==> config.mk <==
export PLATFORM = sky130hd
export DESIGN_NAME = string_hw_avalon_flat
export DESIGN_NICKNAME = d
export VERILOG_FILES = /design/src/rtl/string_hw_avalon_if.sv /design/src/rtl/string_hw_avalon.sv /design/src/flat_wrapper.sv
export SDC_FILE = /design/constraint.sdc
export NUM_CORES = 1
export LEC_CHECK = 0
export ABC_AREA = 1
export ABC_CLOCK_PERIOD_IN_PS = 9980
export CAP_MARGIN = 20
export CORE_MARGIN = 3
export CORE_UTILIZATION = 60
export DETAILED_ROUTE_END_ITERATION = 7
export PLACE_DENSITY = 0.79
export REMOVE_ABC_BUFFERS = 1
export SLEW_MARGIN = 10
export SYNTH_ARGS = -nofsm -noshare
export SYNTH_HDL_FRONTEND = slang
export SYNTH_SLANG_ARGS = --single-unit
==> constraint.sdc <==
create_clock -name clk -period 9.98 [get_ports clk]
set_input_delay 2.994 -clock clk [delete_from_list [all_inputs] [get_ports clk]]
set_output_delay 2.994 -clock clk [all_outputs]
set_load 0.03 [all_outputs]
==> src/rtl/string_hw_avalon_if.sv <==
// Avalon-MM slave bus bundle for the GCD accelerator.
// The master drives the strobes and address; the slave returns combinational read data.
interface string_hw_avalon_if;
    logic        chipselect;
    logic [2:0]  address;
    logic        write;
    logic [31:0] writedata;
    logic        read;
    logic [31:0] readdata;

    modport master (output chipselect, address, write, writedata, read, input readdata);
    modport slave  (input chipselect, address, write, writedata, read, output readdata);
endinterface

==> src/rtl/string_hw_avalon.sv <==
// Memory-mapped binary (Stein) GCD accelerator: A, B, CONTROL and RESULT registers.
// Each reduction step runs in one clock using a single-cycle count-trailing-zeros encoder.
//
// state | meaning
// IDLE  | waiting for go; A/B writable, done holds the last completion
// ITER  | one Stein reduction per clock until the odd working values meet
module string_hw_avalon (
    input  logic               clk,
    input  logic               resetn,
    string_hw_avalon_if.slave  bus
);
    typedef enum logic {IDLE, ITER} state_t;

    state_t      state;
    logic [31:0] reg_a, reg_b, result;
    logic [31:0] wa, wb;
    logic [4:0]  k;
    logic        done, busy;

    logic        wr_en;
    logic [31:0] mn, mx, diff, diff_odd;
    logic [31:0] a_odd, b_odd;
    logic [4:0]  k_go;

    function automatic logic [4:0] ctz32(input logic [31:0] v);
        ctz32 = 5'd0;
        for (int i = 31; i >= 0; i--) begin
            if (v[i]) ctz32 = 5'(i);
        end
    endfunction

    assign wr_en = bus.chipselect & bus.write;

    always_comb begin
        mn       = (wa < wb) ? wa : wb;
        mx       = (wa < wb) ? wb : wa;
        diff     = mx - mn;
        diff_odd = diff >> ctz32(diff);
        a_odd    = reg_a >> ctz32(reg_a);
        b_odd    = reg_b >> ctz32(reg_b);
        k_go     = ctz32(reg_a | reg_b);
    end

    always_ff @(posedge clk or negedge resetn) begin
        if (!resetn) begin
            state  <= IDLE;
            reg_a  <= '0;
            reg_b  <= '0;
            result <= '0;
            wa     <= '0;
            wb     <= '0;
            k      <= '0;
            done   <= 1'b0;
            busy   <= 1'b0;
        end else begin
            case (state)
                IDLE: begin
                    if (wr_en) begin
                        case (bus.address)
                            3'd0: reg_a <= bus.writedata;
                            3'd1: reg_b <= bus.writedata;
                            3'd2: begin
                                if (bus.writedata[0]) begin
                                    // Zero operand short-circuits: gcd(x,0)=x, gcd(0,0)=0
                                    if (reg_a == '0 || reg_b == '0) begin
                                        result <= reg_a | reg_b;
                                        done   <= 1'b1;
                                    end else begin
                                        wa    <= a_odd;
                                        wb    <= b_odd;
                                        k     <= k_go;
                                        busy  <= 1'b1;
                                        done  <= 1'b0;
                                        state <= ITER;
                                    end
                                end else if (bus.writedata[1]) begin
                                    done <= 1'b0;
                                end
                            end
                            default: ;
                        endcase
                    end
                end
                ITER: begin
                    if (wa == wb) begin
                        result <= wa << k;
                        done   <= 1'b1;
                        busy   <= 1'b0;
                        state  <= IDLE;
                    end else begin
                        wa <= mn;
                        wb <= diff_odd;
                    end
                end
                default: state <= IDLE;
            endcase
        end
    end

    always_comb begin
        bus.readdata = '0;
        if (bus.chipselect && bus.read) begin
            case (bus.address)
                3'd0: bus.readdata = reg_a;
                3'd1: bus.readdata = reg_b;
                3'd2: bus.readdata = {28'd0, busy, done, 2'b00};
                3'd3: bus.readdata = result;
                default: bus.readdata = '0;
            endcase
        end
    end
endmodule

==> src/flat_wrapper.sv <==
// flat-port wrapper written by rule: the top's interface ports become plain ports
module string_hw_avalon_flat 
  (clk, resetn, bus_chipselect, bus_address, bus_write, bus_writedata, bus_read, bus_readdata);
  string_hw_avalon_if bus_i ();
  input  logic clk;
  input  logic resetn;
  input wire logic [$bits(bus_i.chipselect)-1:0] bus_chipselect;
  input wire logic [$bits(bus_i.address)-1:0] bus_address;
  input wire logic [$bits(bus_i.write)-1:0] bus_write;
  input wire logic [$bits(bus_i.writedata)-1:0] bus_writedata;
  input wire logic [$bits(bus_i.read)-1:0] bus_read;
  output wire logic [$bits(bus_i.readdata)-1:0] bus_readdata;
  assign bus_i.chipselect = bus_chipselect;
  assign bus_i.address = bus_address;
  assign bus_i.write = bus_write;
  assign bus_i.writedata = bus_writedata;
  assign bus_i.read = bus_read;
  assign bus_readdata = bus_i.readdata;
  string_hw_avalon u_core (.clk(clk), .resetn(resetn), .bus(bus_i));
endmodule
**Yosys cells after proc, flatten, opt, wreduce, memory -nomap -nowiden**

Cells that the tools add are included.

- Bits in registers: 168
- Input bits: 40
- Output and inout port bits: 32
- Logic and storage cells: 212

- Shift-type cells: 4
- Reduce and logical (&&, ||, !) cells: 12
- Equality and inequality tests: 12
- Bitwise gates (word level): 4
- Add/subtract/negate cells: 1
- $lt $le $gt $ge: 1
- Mux-type cells: 169

Operators by type and width:

| kind | number |
|---|---|
| 5-bit 2-to-1 mux | 128 |
| 32-bit 2-to-1 mux | 18 |
| 32-bit case mux with 2 select lines | 3 |
| 32-bit case mux with 4 select lines | 1 |
| 32-bit by 5-bit right shift with 32-bit output | 3 |
| 32-bit zero test | 2 |
| 32-bit equality test | 1 |
| 32-bit < comparator | 1 |
| 32-bit OR | 1 |
| 32-bit by 5-bit << shifter with 32-bit output | 1 |
| 32-bit subtractor | 1 |
| 5-bit AND reduction | 4 |
| 1-bit 2-to-1 mux | 16 |
| 2-bit != test, second input constant | 4 |
| 3-bit by 2-bit equality test with 1-bit output, second input constant | 2 |
| 2-bit by 1-bit != test with 1-bit output, second input constant | 3 |
| 1-bit case mux with 2 select lines | 3 |
| 3-bit AND reduction | 2 |
| 4-bit AND reduction | 1 |
| 3-bit by 1-bit equality test with 1-bit output, second input constant | 1 |
| 3-bit zero test | 1 |
| 3-bit != test, second input constant | 1 |
| 1-bit NOT | 2 |
| 1-bit bitwise AND | 1 |
| other kinds (2) | 2 |

**Logic depth before layout (Yosys ltp)**

- Depth in word-level cells: 38
- Gate-level depth with buffers: 66
- Depth with buffers taken out: 66

**Worst setup path before layout**

Ideal clock, no wire load.

- Path kind: input -> output
- Start point: input bus_address[0]
- End point: output bus_readdata[0]
- Path buffers: 1
- Required time: 6.986 ns
- Slack: 2.643 ns
- Data arrival time: 4.343 ns
- Stages: 7
- Path through: inv_1 > nor3_1 > clkbuf_1 > nand2_1 > o211ai_1 > nand2_1 > inv_1

- Word-level cells in the longest chain between the ends: 3
- Elaborated cells between the ends (all ways): 6
- Classes of those cells: 3 x eq/ne; 2 x mux; 1 x reduce/logical

Ends and longest elaborated chain:

| element | RTL line | text |
|---|---|---|
| start: declaration | flat_wrapper.sv:8 | `input wire logic [$bits(bus_i.address)-1:0] bus_address;` |
| 3-bit by 2-bit equality test with 1-bit output, or another cell as far along | string_hw_avalon.sv:103 | `case (bus.address)` |
| 32-bit case mux with 4 select lines * | string_hw_avalon.sv:103 |  |
| 32-bit 2-to-1 mux * | string_hw_avalon.sv:102 | `if (bus.chipselect && bus.read) begin` |
| end: declaration | flat_wrapper.sv:12 | `output wire logic [$bits(bus_i.readdata)-1:0] bus_readdata;` |

Mark *: on every way between the ends. The rest lies on a longest branch, timed or not.

**Final worst setup path**

- Start point: input bus_address[2]
- End point: output bus_readdata[25]

Same word-level chain as after synthesis.

==> Implementation_results.wiki <==
{| class="wikitable"
! Metric !! Value
|-
| Outcome || complete, but fails checks
|-
| Failing checks || design-rule violations
|-
| #FFs+latches synth || 168
|-
| Antenna diode instance count || 0
|-
| Highest-count cells in the layout ignoring fill and taps || 954 x sky130_fd_sc_hd__nand2_1, 409 x sky130_fd_sc_hd__inv_1, 371 x sky130_fd_sc_hd__o21ai_0
|-
| Met2 routed WL || 32300 µm
|-
| I/O pin cnt || 72
|-
| Wire length of the first global-routing pass || 113000 µm
|-
| Setup crit end kind || primary output
|-
| Count of maximum capacitance violations || 0
|-
| Time the final worst path needs with I/O delays and setup || 8.43 ns
|-
| Remaining number of nets flagged by the antenna check after routing || 0
|-
| Hold_buf cts || 0
|-
| Via count of the first global-routing pass || 20700
|-
| Unrepaired setup endpoints after global routing || false
|-
| Signal arrival time at the worst endpoint || 5.44 ns
|-
| Number of enable-type register cells in the synthesized netlist || 0
|-
| HP Class || flip-flop to flip-flop
|-
| Die outline area || 32800 µm²
|-
| FF/Latch Area || 4200 µm²
|-
| Fin nets || 3209
|-
| Die height || 181 µm
|-
| Headroom to the max-slew limit || 28.8%
|-
| Setup repair bufs after CTS || 0
|-
| CTS clk-pin slew, worst paths || 0.07 ns
|-
| Sum of negative setup slack || 0 ns
|-
| Root buffer cell || sky130_fd_sc_hd__clkbuf_16
|-
| Starting utilization of the core area || 61.4%
|-
| H-tree depth || 4
|-
| Worst-path maximum fanout || 24
|-
| Summed instance area of the synthesized netlist || 18400 µm²
|-
| Antenna violations before repair || 0
|-
| Maximum frequency from static timing analysis || 119 MHz
|-
| IO buf count || 71
|-
| Top layer used by detailed routing || met4
|-
| Area growth from synthesis to layout || 7.83%
|-
| Worst reg-to-reg path cell count || 55
|-
| Max-slew violation count || 0
|-
| Maximum number of pins on one net before global-route repair || 63
|-
| Core footprint || 30000 µm²
|-
| Global-route total usage across every layer || 42.6%
|-
| Count of final hold-check violations || 0
|-
| Overall overflow remaining after global route || 0
|-
| Synthesized netlist cell count || 3170
|-
| Routability congestion estimate || 1.04
|-
| Metal3 WL || 7070 µm
|-
| Tcrit/Tclk final || 84.5%
|-
| Detailed Route WL || 72100 µm
|-
| Top_reg_cell synth || sky130_fd_sc_hd__dfrtp_1
|-
| Transition time at the pin with the least slew margin || 1.06 ns
|-
| Share of post-route cells with drive strength above 1 || 5.14%
|-
| Detailed Routing Iterations Pass 1 || 8
|-
| Number of vias per cell after detailed routing || 6.33
|-
| DRT met1 WL || 27300 µm
|-
| Yosys Warn Count || 0
|-
| Wirelength per Cell || 20.4 µm
|-
| Multi-input gate area || 11900 µm²
|-
| Post-synthesis cell type with the largest combined area || sky130_fd_sc_hd__dfrtp_1
|-
| Share of the synthesized area in the top cell type || 22.8%
|-
| Yosys cell types || 58
|-
| R2R Path Start || u_core.wb[23]$_DFFE_PN0P_
|-
| Capture point of the critical path || bus_readdata[25]
|-
| Mean instance size in the synthesized netlist || 5.80 µm²
|-
| Clock buffer count from CTS || 17
|-
| CTS-repair resized insts || 0
|-
| Width of the die || 181 µm
|-
| Endpoint of the worst register-to-register path || u_core.wb[3]$_DFFE_PN0P_
|-
| CTS tree || yes
|-
| Number of violations reported at the end of detailed-routing iteration 0 || 2998
|-
| Synth async-reset ratio || 100%
|-
| Detailed placement HPWL || 55800 µm
|-
| Critical path class || input pin to primary output
|-
| CTS max path bufs || 2
|-
| Most frequent standard cell in the layout excluding fill and tap cells || sky130_fd_sc_hd__nand2_1
|-
| Nature of the critical path startpoint || input pin
|-
| Row count || 63
|-
| Worst-case clock skew || 0.0131 ns
|-
| DRC Markers || 2
|-
| Reg2Reg Setup Slack || 1.99 ns
|-
| Cell types occupying the most area after synthesis || sky130_fd_sc_hd__dfrtp_1 23%, sky130_fd_sc_hd__nand2_1 19%, sky130_fd_sc_hd__o21ai_0 10%
|-
| Required time at the endpoint of the critical path || 6.99 ns
|-
| Worst setup startpoint || bus_address[2]
|-
| Number of clock sinks || 168
|-
| Routed via count || 22400
|-
| Register area share after synthesis || 22.8%
|-
| Final-report setup violation count || 0
|-
| Worst-skew pair later-pin latency || 0.46 ns
|-
| Fillers || 2791
|}
[metrics by stage]
step,setup WS [ns],instance area [µm²],util [%],hold WS (ns),cells
floorplan,1.79,17700,-,0.449,3012
finish,1.55,19800,66.2,0.505,3539
global route,1.29,19800,66.2,0.530,3539
detailed placement,1.08,19200,64.0,0.468,3503
CTS,1.06,19800,66.0,0.505,3535
global placement,1.23,19100,63.8,0.476,3500
[worst min-delay path by stage]
stage | depth (start not counted) | end | slack (ns) | start
2_1_floorplan | 2 | u_core.wb[20]$_DFFE_PN0P_ | 0.45 | u_core.wb[20]$_DFFE_PN0P_
3_3_place_gp | 2 | u_core.wb[21]$_DFFE_PN0P_ | 0.48 | u_core.wb[21]$_DFFE_PN0P_
3_5_place_dp | 2 | u_core.wb[20]$_DFFE_PN0P_ | 0.47 | u_core.wb[20]$_DFFE_PN0P_
4_1_cts | 1 | u_core.result[27]$_DFFE_PN0P_ | 0.51 | u_core.result[27]$_DFFE_PN0P_
5_1_grt | 1 | u_core.result[30]$_DFFE_PN0P_ | 0.53 | u_core.result[30]$_DFFE_PN0P_
6_report | 1 | u_core.result[27]$_DFFE_PN0P_ | 0.50 | u_core.result[27]$_DFFE_PN0P_
[worst max-delay path, stage by stage]
cell and delay (ns):
sky130_fd_sc_hd__clkdlybuf4s50_1 0.45, sky130_fd_sc_hd__nor2_1 0.31, sky130_fd_sc_hd__nand2_1 0.32, sky130_fd_sc_hd__buf_8 0.26, sky130_fd_sc_hd__o221ai_1 0.26, sky130_fd_sc_hd__nand2_1 0.08
sky130_fd_sc_hd__inv_1 0.08, sky130_fd_sc_hd__clkdlybuf4s50_1 0.66
[state kept, by name, indices dropped and copies added (netlist names), named ones only]
signal / cells
u_core.busy: 1
u_core.k: 5
u_core.wa: 31
u_core.state: 1
u_core.result: 32
u_core.done: 1
u_core.reg_a: 32
u_core.wb: 32
u_core.reg_b: 32
[cells by family after synthesis]
group	Yosys count	synth area share (%)
AO/OA/AOI/OAI	675	21.1
XOR/XNOR	25	1.19
adder cells (fa/ha/maj)	33	2.24
buffers and inverters	583	12.6
flip-flops	168	22.8
multiplexers	35	1.90
AND/OR/NAND/NOR	1651	38.1
[Yosys cell counts, drive strengths merged, types with 5 or more instances]
cell and instances:
ha 33, inv 417, buf 50, xor2 13
o31ai 5, o22ai 19, or2 24, o221ai 33
a22oi 8, clkinv 8, clkbuf 108, o211ai 23
nand4 42, dfrtp 168, nor3 22, o21ai 392
a31oi 48, o2111ai 6, and2 15, nand2 975
nor2 263, a21oi 101, xnor2 12, o311ai 8
nand3 300, nor4 6, mux2i 35
[per-layer routing]
metal,track usage [%],vias up
met5,0,-
met4,27.1,0
met3,6.24,324
met2,68.1,1485
met1,53.9,10300
li1,-,10400
[cell type report]
type | count | share of cell area [%]
Clock buffer | 20 | 2.30
Clock inverter | 12 | 0.605
Inverter | 425 | 8.04
Multi-Input combinational cell | 2419 | 60.1
Sequential cell | 168 | 21.2
Tap cell | 390 | 2.46
Timing Repair Buffer | 105 | 5.32
Power is left out: the tool's default activity adds up to more than one toggle a clock period on the data nets, which glitch-free logic cannot reach.
